==> src/rtl/mem_access_ctrl_if.sv <==
// Requester, status and RAM-side signals of mem_access_ctrl.
// The master modport is the controller's view; slave is the environment (CPU + RAM).
interface mem_access_ctrl_if;
  logic       p0_req;
  logic       p0_rnw;
  logic [7:0] p0_addr;
  logic [7:0] p0_wdata;
  logic       p0_done;
  logic       p1_req;
  logic       p1_rnw;
  logic [7:0] p1_addr;
  logic [7:0] p1_wdata;
  logic       p1_done;
  logic [7:0] rdata;
  logic       err;
  logic       busy;
  logic [7:0] mar;
  logic [7:0] bus;
  logic       rnw;
  logic       enable;
  logic [7:0] mbr;
  logic       mfc;

  modport master (
    input  p0_req, p0_rnw, p0_addr, p0_wdata,
    input  p1_req, p1_rnw, p1_addr, p1_wdata,
    input  mbr, mfc,
    output p0_done, p1_done, rdata, err, busy,
    output mar, bus, rnw, enable
  );

  modport slave (
    output p0_req, p0_rnw, p0_addr, p0_wdata,
    output p1_req, p1_rnw, p1_addr, p1_wdata,
    output mbr, mfc,
    input  p0_done, p1_done, rdata, err, busy,
    input  mar, bus, rnw, enable
  );
endinterface

==> src/rtl/mem_access_ctrl.sv <==
// Two-port RAM access sequencer: arbitration, enable/MFC handshake, read capture, timeout.
// Define MEM_ARB_RR_EN for round-robin arbitration; default is fixed priority to port 0.
module mem_access_ctrl #(
  parameter int TIMEOUT     = 16,
  parameter int SYNC_STAGES = 2
) (
  input logic             clk,
  input logic             reset_n,
  mem_access_ctrl_if.master mif
);

  typedef enum logic [1:0] {IDLE, SETUP, STROBE, RELEASE} state_t;

  state_t                 state_reg, state_next;
  logic [SYNC_STAGES-1:0] sync_reg;
  logic                   mfc_sync;
  logic [7:0]             count_reg, count_next;
  logic                   timed_out_reg, timed_out_next;
  logic                   grant_reg, grant_next;
  logic [7:0]             mar_reg, mar_next;
  logic [7:0]             bus_reg, bus_next;
  logic                   rnw_reg, rnw_next;
  logic [7:0]             rdata_reg, rdata_next;
  logic                   enable_reg;
  logic                   done_int;
  logic                   req_any;
  logic                   pick;

  // mfc is asynchronous to clk
  always_ff @(posedge clk or negedge reset_n) begin
    if (!reset_n) begin
      sync_reg <= '0;
    end else begin
      sync_reg[0] <= mif.mfc;
      for (int i = 1; i < SYNC_STAGES; i++) begin
        sync_reg[i] <= sync_reg[i-1];
      end
    end
  end

  assign mfc_sync = sync_reg[SYNC_STAGES-1];
  assign req_any  = mif.p0_req | mif.p1_req;

`ifdef MEM_ARB_RR_EN
  logic rr_ptr_reg;

  // Pointer names the port that wins a tie; it moves to the loser of each grant
  always_ff @(posedge clk or negedge reset_n) begin
    if (!reset_n) begin
      rr_ptr_reg <= 1'b0;
    end else if (state_reg == IDLE && req_any) begin
      rr_ptr_reg <= ~pick;
    end
  end

  assign pick = (mif.p0_req && mif.p1_req) ? rr_ptr_reg : mif.p1_req;
`else
  assign pick = ~mif.p0_req;
`endif

  always_comb begin
    state_next     = state_reg;
    count_next     = count_reg;
    timed_out_next = timed_out_reg;
    grant_next     = grant_reg;
    mar_next       = mar_reg;
    bus_next       = bus_reg;
    rnw_next       = rnw_reg;
    rdata_next     = rdata_reg;
    done_int       = 1'b0;
    case (state_reg)
      IDLE: begin
        if (req_any) begin
          grant_next = pick;
          mar_next   = pick ? mif.p1_addr  : mif.p0_addr;
          bus_next   = pick ? mif.p1_wdata : mif.p0_wdata;
          rnw_next   = pick ? mif.p1_rnw   : mif.p0_rnw;
          state_next = SETUP;
        end
      end
      SETUP: begin
        state_next = STROBE;
      end
      STROBE: begin
        count_next = count_reg + 8'd1;
        if (mfc_sync) begin
          if (rnw_reg) begin
            rdata_next = mif.mbr;
          end
          state_next = RELEASE;
        end else if (count_reg == 8'(TIMEOUT - 1)) begin
          timed_out_next = 1'b1;
          state_next     = RELEASE;
        end
      end
      RELEASE: begin
        // A timed-out access does not wait for the RAM to drop mfc
        if (timed_out_reg || !mfc_sync) begin
          done_int       = 1'b1;
          count_next     = 8'd0;
          timed_out_next = 1'b0;
          state_next     = IDLE;
        end
      end
      default: begin
        state_next = IDLE;
      end
    endcase
  end

  always_ff @(posedge clk or negedge reset_n) begin
    if (!reset_n) begin
      state_reg     <= IDLE;
      count_reg     <= 8'd0;
      timed_out_reg <= 1'b0;
      grant_reg     <= 1'b0;
      mar_reg       <= 8'h00;
      bus_reg       <= 8'h00;
      rnw_reg       <= 1'b1;
      rdata_reg     <= 8'h00;
      enable_reg    <= 1'b0;
    end else begin
      state_reg     <= state_next;
      count_reg     <= count_next;
      timed_out_reg <= timed_out_next;
      grant_reg     <= grant_next;
      mar_reg       <= mar_next;
      bus_reg       <= bus_next;
      rnw_reg       <= rnw_next;
      rdata_reg     <= rdata_next;
      enable_reg    <= (state_next == STROBE);
    end
  end

  assign mif.p0_done = done_int & ~grant_reg;
  assign mif.p1_done = done_int & grant_reg;
  assign mif.err     = done_int & timed_out_reg;
  assign mif.busy    = (state_reg != IDLE);
  assign mif.rdata   = rdata_reg;
  assign mif.mar     = mar_reg;
  assign mif.bus     = bus_reg;
  assign mif.rnw     = rnw_reg;
  assign mif.enable  = enable_reg;

endmodule
==> src/flat_wrapper.sv <==
// flat-port wrapper written by rule: the top's interface ports become plain ports
module mem_access_ctrl_flat 
#(
  parameter int TIMEOUT     = 16,
  parameter int SYNC_STAGES = 2
)
  (clk, reset_n, mif_p0_req, mif_p0_rnw, mif_p0_addr, mif_p0_wdata, mif_p1_req, mif_p1_rnw, mif_p1_addr, mif_p1_wdata, mif_mbr, mif_mfc, mif_p0_done, mif_p1_done, mif_rdata, mif_err, mif_busy, mif_mar, mif_bus, mif_rnw, mif_enable);
  mem_access_ctrl_if mif_i ();
  input logic clk;
  input logic reset_n;
  input wire logic [$bits(mif_i.p0_req)-1:0] mif_p0_req;
  input wire logic [$bits(mif_i.p0_rnw)-1:0] mif_p0_rnw;
  input wire logic [$bits(mif_i.p0_addr)-1:0] mif_p0_addr;
  input wire logic [$bits(mif_i.p0_wdata)-1:0] mif_p0_wdata;
  input wire logic [$bits(mif_i.p1_req)-1:0] mif_p1_req;
  input wire logic [$bits(mif_i.p1_rnw)-1:0] mif_p1_rnw;
  input wire logic [$bits(mif_i.p1_addr)-1:0] mif_p1_addr;
  input wire logic [$bits(mif_i.p1_wdata)-1:0] mif_p1_wdata;
  input wire logic [$bits(mif_i.mbr)-1:0] mif_mbr;
  input wire logic [$bits(mif_i.mfc)-1:0] mif_mfc;
  output wire logic [$bits(mif_i.p0_done)-1:0] mif_p0_done;
  output wire logic [$bits(mif_i.p1_done)-1:0] mif_p1_done;
  output wire logic [$bits(mif_i.rdata)-1:0] mif_rdata;
  output wire logic [$bits(mif_i.err)-1:0] mif_err;
  output wire logic [$bits(mif_i.busy)-1:0] mif_busy;
  output wire logic [$bits(mif_i.mar)-1:0] mif_mar;
  output wire logic [$bits(mif_i.bus)-1:0] mif_bus;
  output wire logic [$bits(mif_i.rnw)-1:0] mif_rnw;
  output wire logic [$bits(mif_i.enable)-1:0] mif_enable;
  assign mif_i.p0_req = mif_p0_req;
  assign mif_i.p0_rnw = mif_p0_rnw;
  assign mif_i.p0_addr = mif_p0_addr;
  assign mif_i.p0_wdata = mif_p0_wdata;
  assign mif_i.p1_req = mif_p1_req;
  assign mif_i.p1_rnw = mif_p1_rnw;
  assign mif_i.p1_addr = mif_p1_addr;
  assign mif_i.p1_wdata = mif_p1_wdata;
  assign mif_i.mbr = mif_mbr;
  assign mif_i.mfc = mif_mfc;
  assign mif_p0_done = mif_i.p0_done;
  assign mif_p1_done = mif_i.p1_done;
  assign mif_rdata = mif_i.rdata;
  assign mif_err = mif_i.err;
  assign mif_busy = mif_i.busy;
  assign mif_mar = mif_i.mar;
  assign mif_bus = mif_i.bus;
  assign mif_rnw = mif_i.rnw;
  assign mif_enable = mif_i.enable;
  mem_access_ctrl #(.TIMEOUT(TIMEOUT), .SYNC_STAGES(SYNC_STAGES)) u_core (.clk(clk), .reset_n(reset_n), .mif(mif_i));
endmodule
==> config.mk <==
export PLATFORM = sky130hd
export DESIGN_NAME = mem_access_ctrl_flat
export DESIGN_NICKNAME = d
export VERILOG_FILES = /design/src/rtl/mem_access_ctrl_if.sv /design/src/rtl/mem_access_ctrl.sv /design/src/flat_wrapper.sv
export SDC_FILE = /design/constraint.sdc
export NUM_CORES = 1
export LEC_CHECK = 0
export CAP_MARGIN = 5
export CORE_MARGIN = 3
export CORE_UTILIZATION = 43
export CTS_CLUSTER_DIAMETER = 120
export DETAILED_ROUTE_END_ITERATION = 6
export GPL_TIMING_DRIVEN = 0
export PLACE_DENSITY = 0.89
export SYNTH_ARGS = -nofsm -noshare
export SYNTH_HDL_FRONTEND = slang
export SYNTH_SLANG_ARGS = --single-unit
==> constraint.sdc <==
create_clock -name clk -period 2 [get_ports clk]
set_clock_uncertainty 0.05 [all_clocks]
set_input_delay 0.2 -clock clk [delete_from_list [all_inputs] [get_ports clk]]
set_output_delay 0.2 -clock clk [all_outputs]
set_load 0.02 [all_outputs]
==> flow_summary.json, run 1 <==
{
  "rsz0062_at_grt": "no",
  "worst-path-buf-inv": 2,
  "synth_fp_nets": 189,
  "max_freq_mhz": 534.3,
  "die_h_um": 72.83,
  "die_w_um": 72.83,
  "syn_inst": 141,
  "post_cts_buffers": 0,
  "grt_pass1_wl_um": 6699,
  "power_density_nw_per_um2": 1360,
  "setup_violations": 0,
  "cts-buffers-inserted": 5,
  "max_stage_delay_ps": 420,
  "htree_levels": 2,
  "final_cell_mix": "73 x clkdlybuf4s50_1, 38 x dfrtp_1, 32 x mux2_2",
  "antenna_found_initial": 0,
  "slew_viol_final": 0,
  "track_usage": 0.1676,
  "post-route-period-util": 0.9359,
  "final_common_cell": "clkdlybuf4s50_1",
  "clk_pin_slew_ps": 80,
  "synthFlopType": "dfrtp_1",
  "r2r-start": "u_core.state_reg[0]$_DFF_PN0_",
  "synth_seq_cells": 40,
  "drv_cap": 0,
  "ant_nets": 0,
  "drcViolationCount": 0,
  "relSlewSlack": 0.4190,
  "cts-root-to-sink-buffers": 2,
  "grt_max_degree": 41,
  "vias": 1406,
  "post-route-util": 0.6941,
  "syn_area_um2": 1921,
  "critical_path_class": "reg2out",
  "start_kind": "flip-flop",
  "cts_tree": "yes",
  "worst_hold_path_type": "in2reg",
  "dpl.cell_count": 267,
  "dpl.hpwl_um": 2970,
  "ys_seq_area_frac": 0.5218,
  "yosys.area.top_type": "dfrtp_1",
  "cp_slowest_cell": "dfrtp_1",
  "cp.required_ps": 1750,
  "initial_core_util": 0.4635,
  "gr-total-overflow": 0,
  "hp-start": "mif_mfc",
  "clock-sinks": 40,
  "r2r_cells": 5,
  "drt_iter0_markers": 42,
  "routedWlPerCell_um": 14.71,
  "diodes": 0,
  "cellLeakagePower_nw": 1.224,
  "whs_endpoint": "u_core.sync_reg[0]$_DFF_PN0_",
  "worstPathArrival_ps": 1620,
  "finalNonFillerCells": 276,
  "syn_to_final_growth_pct": 49.77,
  "firstDrtPassIters": 4,
  "cp_max_fo": 9,
  "status": "completed",
  "synth_edf_count": 0,
  "core-area_um2": 4144,
  "wirelength_um": 4059,
  "io_buffers": 76,
  "min_path_cells": 1,
  "ir_drop_mv": 0.9020,
  "yosys.area.top_type_share": 0.5081,
  "avgSynthCellArea_um2": 13.62,
  "fin_nets": 273,
  "hold_viol_final": 0,
  "cp-end-kind": "output port",
  "die-area_um2": 5304,
  "tightest_slew_ps": 871.5,
  "yosys_warnings": 0,
  "ys_types": 34,
  "gp_congestion": 0.8439,
  "io_pins": 77,
  "crit_chain": "nor2b_1 -> clkbuf_2 -> nor3_1 -> dlygate4sd2_1",
  "clk_latency_ps": 290,
  "layout-drive-gt1-share": 0.2965,
  "num_rows": 23,
  "grt_pass1_vias": 1476,
  "reg2reg_slack_ps": 410,
  "reg2reg_to": "u_core.mif.mar[1]$_DFFE_PN0P_",
  "critical-path-top-delay-family": "buffers and inverters",
  "async_flop_share": 1.000,
  "yosys-top-cells-area": "dfrtp_1 51%, mux2_2 19%, mux2_4 7.8%",
  "via_per_inst": 5.094,
  "cts-root-buf": "clkbuf_8",
  "post-route-min-period_ps": 1872
}
## metrics by stage
stage	power [mW]	instance area (µm²)	TNS, ps	hold WS [ps]	setup slack [ps]
2_1_floorplan	2.407	1921	0	-145.6	531.0
3_5_place_dp	3.233	2739	-70.38	305.1	-70.38
5_1_grt	4.141	2877	0	284.2	50.56
6_report	3.913	2877	0	298.4	128.2
3_3_place_gp	3.195	2744	-11760	282.5	-301.1
4_1_cts	3.961	2878	0	288.0	11.01
## cell type report
class	count	area (µm²)
sequential	40	1003
buffer	6	62.56
inverter	1	3.754
clock buffer	6	82.58
tap	50	62.56
clock inverter	2	38.79
multi-input combinational	94	863.3
fill	319	1267
timing repair buffer	77	759.5
## Yosys cell counts (2+ instances only)
master	instances
nand3b_1	2
mux2_2	32
mux2i_1	4
and3_1	2
o21ai_0	9
nor2_1	2
buf_4	2
nand4_1	2
nand2_1	6
nor3_1	2
o211ai_1	2
nor2b_1	2
buf_6	2
dfrtp_1	39
mux2_4	10
a21oi_1	3
nor4_1	2
o21a_1	2
## worst reg2reg max path, stage by stage (launching register included)
cell     delay, ps
dfrtp_2        480
nor2_4         190
o21a_1         160
buf_6          140
buf_12         150
mux2_4         310
## power by group
group | internal (mW) | total (mW) | leakage [nW] | switching, mW
combinational | 1.03 | 1.85 | 0.677 | 0.817
clock | 0.408 | 0.687 | 0.0614 | 0.280
sequential | 1.15 | 1.38 | 0.485 | 0.225
total | 2.59 | 3.91 | 1.22 | 1.32
## routing by layer
| metal | routed length, µm | track usage | vias to the layer above |
|---|---|---|---|
| li1 | - | - | 677 |
| met3 | 426 | 0.07851 | 7 |
| met1 | 1729 | 0.2000 | 662 |
| met4 | 70 | 0.06762 | 0 |
| met2 | 1833 | 0.2615 | 60 |
| met5 | 0 | 0 | - |
## worst max path at each step
| stage | startpoint | endpoint | slack [ps] | cells after the start |
|---|---|---|---|---|
| final | u_core.sync_reg[1]$_DFF_PN0_ | mif_p0_done | 130 | 4 |
| after global placement | reset_n | u_core.mif.bus[0]$_DFFE_PN0P_ | -300 | 1 |
| after detailed placement | u_core.state_reg[0]$_DFF_PN0_ | mif_p1_done | -70 | 4 |
| after global routing | u_core.state_reg[1]$_DFF_PN0_ | mif_err | 50 | 3 |
| after floorplan | u_core.state_reg[0]$_DFF_PN0_ | u_core.mif.bus[7]$_DFFE_PN0P_ | 530 | 5 |
| after CTS | u_core.state_reg[1]$_DFF_PN0_ | mif_p1_done | 10 | 5 |
## kinds of logic after synthesis
group | count (synthesis) | share of synthesized area
buffers and inverters | 7 | 0.03387
DFF | 40 | 0.5218
adders and majority gates | 1 | 0.006514
xor gates and xnor gates | 1 | 0.004561
AOI/OAI and AO/OA | 17 | 0.05081
muxes | 46 | 0.2866
and+or+nand+nor | 29 | 0.09577
## timing repair
action | CTS | global route
hold buffers | 1 | 0
resized for setup | 6 | 3
endpoints found under the hold margin | 39 | 0
endpoints found under the setup margin | 2 | 2
No activity file was read; power rests on OpenSTA's default activity.
==> inputs of run 2 (changes only) <==
--- a/config.mk
+++ b/config.mk
@@ -10,7 +10,6 @@
 export CORE_UTILIZATION = 43
 export CTS_CLUSTER_DIAMETER = 120
 export DETAILED_ROUTE_END_ITERATION = 6
-export GPL_TIMING_DRIVEN = 0
 export PLACE_DENSITY = 0.89
 export SYNTH_ARGS = -nofsm -noshare
 export SYNTH_HDL_FRONTEND = slang
==> flow_summary.json, run 2 (synthesis results as in run 1) <==
{
  "final_cell_mix": "73 x clkdlybuf4s50_1, 39 x dfrtp_1, 32 x mux2_2",
  "die_h_um": 72.83,
  "wirelength_um": 4154,
  "switchingPower_mw": 1.307,
  "syn_to_final_growth_pct": 51.47,
  "p_clk_frac": 0.193,
  "cp_slowest_cell": "clkdlybuf4s50_1",
  "grt_pass1_wl_um": 6920,
  "sw_frac_of_total": 0.3263,
  "clk_pin_slew_ps": 70,
  "setup_ws_ps": 143.5,
  "post-route-util": 0.7020,
  "htree_levels": 2,
  "dp_slack_ps": 115.8,
  "num_rows": 23,
  "diodes": 0,
  "power_frac_seq": 0.336,
  "setup_violations": 0,
  "cp.required_ps": 1750,
  "grt_max_degree": 41,
  "cts-root-to-sink-buffers": 2,
  "gp_congestion": 0.7664,
  "vias": 1431,
  "clock-sinks": 40,
  "max_freq_mhz": 538.6,
  "gr-total-overflow": 0,
  "p_int_mw": 2.698,
  "fin_nets": 276,
  "critical_path_class": "reg2out",
  "worstPathArrival_ps": 1610,
  "min_path_cells": 1,
  "layout-drive-gt1-share": 0.2882,
  "dpl.cell_count": 270,
  "post-route-min-period_ps": 1857,
  "drv_cap": 0,
  "die_w_um": 72.83,
  "routedWlPerCell_um": 14.89,
  "hp-start": "mif_mfc",
  "track_usage": 0.1705,
  "finalNonFillerCells": 279,
  "rsz0062_at_grt": "no",
  "cts_tree": "yes",
  "cts-root-buf": "clkbuf_8",
  "core-area_um2": 4144,
  "power_density_nw_per_um2": 1377,
  "post-route-period-util": 0.9283,
  "max_stage_delay_ps": 610,
  "worst_hold_path_type": "in2reg",
  "share_comb_of_total_power": 0.471,
  "drt_iter0_markers": 63,
  "ir_drop_mv": 0.6737,
  "cts-buffers-inserted": 5,
  "ant_nets": 0,
  "die-area_um2": 5304,
  "tightest_slew_ps": 494.1,
  "grt_most_used_layer": "met2",
  "met3_usage": 0.06887,
  "met2_usage": 0.2806,
  "r2r_cells": 5,
  "grt_pass1_vias": 1546,
  "cp_max_fo": 10,
  "dpl.hpwl_um": 3216,
  "firstDrtPassIters": 3,
  "io_pins": 77,
  "hold_viol_final": 0,
  "slew_viol_final": 0,
  "antenna_found_initial": 0,
  "crit_chain": "buf_4 -> and3_1 -> clkdlybuf4s50_1",
  "start_kind": "flip-flop",
  "reg2reg_slack_ps": 380,
  "post_cts_buffers": 0,
  "io_buffers": 76,
  "total_power_mw": 4.005,
  "relSlewSlack": 0.6706,
  "reg2reg_to": "u_core.mif.bus[3]$_DFFE_PN0P_",
  "final_common_cell": "clkdlybuf4s50_1",
  "clk_latency_ps": 290,
  "via_per_inst": 5.129,
  "cp-end-kind": "output port",
  "initial_core_util": 0.4635,
  "status": "completed",
  "whs_endpoint": "u_core.sync_reg[0]$_DFF_PN0_",
  "cellLeakagePower_nw": 1.263,
  "drcViolationCount": 0,
  "r2r-start": "u_core.state_reg[0]$_DFF_PN0_",
  "globalRouteMet1Util": 0.1980,
  "fin_tns_setup_ps": 0
}
==> run 2: layout make-up <==
| type | count | area [µm²] |
|---|---|---|
| Inverter | 1 | 3.754 |
| Tap cell | 50 | 62.56 |
| Timing Repair Buffer | 86 | 847.1 |
| Fill cell | 302 | 1235 |
| Clock inverter | 2 | 60.06 |
| Clock buffer | 6 | 72.57 |
| Multi-Input combinational cell | 94 | 860.8 |
| Sequential cell | 40 | 1002 |
==> run 2: metrics by stage <==
step | hold WS (ps) | instance area (µm²)
finish | 292.6 | 2909
global route | 306.2 | 2909
CTS | 283.8 | 2907
detailed placement | 242.4 | 2758
global placement | 237.3 | 2758
floorplan | -145.6 | 1921
==> run 2: worst max path at each step <==
stage                                    endpoint                     startpoint  slack [ps]
CTS                                   mif_p0_done   u_core.sync_reg[1]$_DFF_PN0_          50
global route                              mif_err  u_core.state_reg[1]$_DFF_PN0_          80
detailed placement                    mif_p1_done   u_core.sync_reg[1]$_DFF_PN0_         120
floorplan           u_core.mif.bus[7]$_DFFE_PN0P_  u_core.state_reg[0]$_DFF_PN0_         530
global placement                      mif_p1_done   u_core.sync_reg[1]$_DFF_PN0_         150
finish                                    mif_err  u_core.state_reg[1]$_DFF_PN0_         140
==> run 2: layer usage <==
layer | routed length [µm] | share of wire
met5 | 0 | 0
met1 | 1680 | 0.40
met4 | 55 | 0.013
met3 | 433 | 0.10
met2 | 1985 | 0.48
==> run 2: critical path, delay by kind of cell (launching register included) <==
family	cells	cell delay, ps
buf+inv	2	780
flops	1	350
simple gates	1	190
==> run 2: timing repair <==
item	CTS	global route
hold buffers	1	0
gates resized for setup	3	1
setup endpoints to repair	2	1
endpoints found under the hold margin	39	0
==> run 2: power by group through the flow <==
stage | clock, mW | combinational [mW] | sequential (mW)
5_1_grt | 0.822 | 2.01 | 1.39
2_1_floorplan | 0 | 0.718 | 1.69
4_1_cts | 0.789 | 1.92 | 1.35
3_5_place_dp | 0 | 1.91 | 1.36
3_3_place_gp | 0 | 1.87 | 1.34
6_report | 0.771 | 1.89 | 1.35
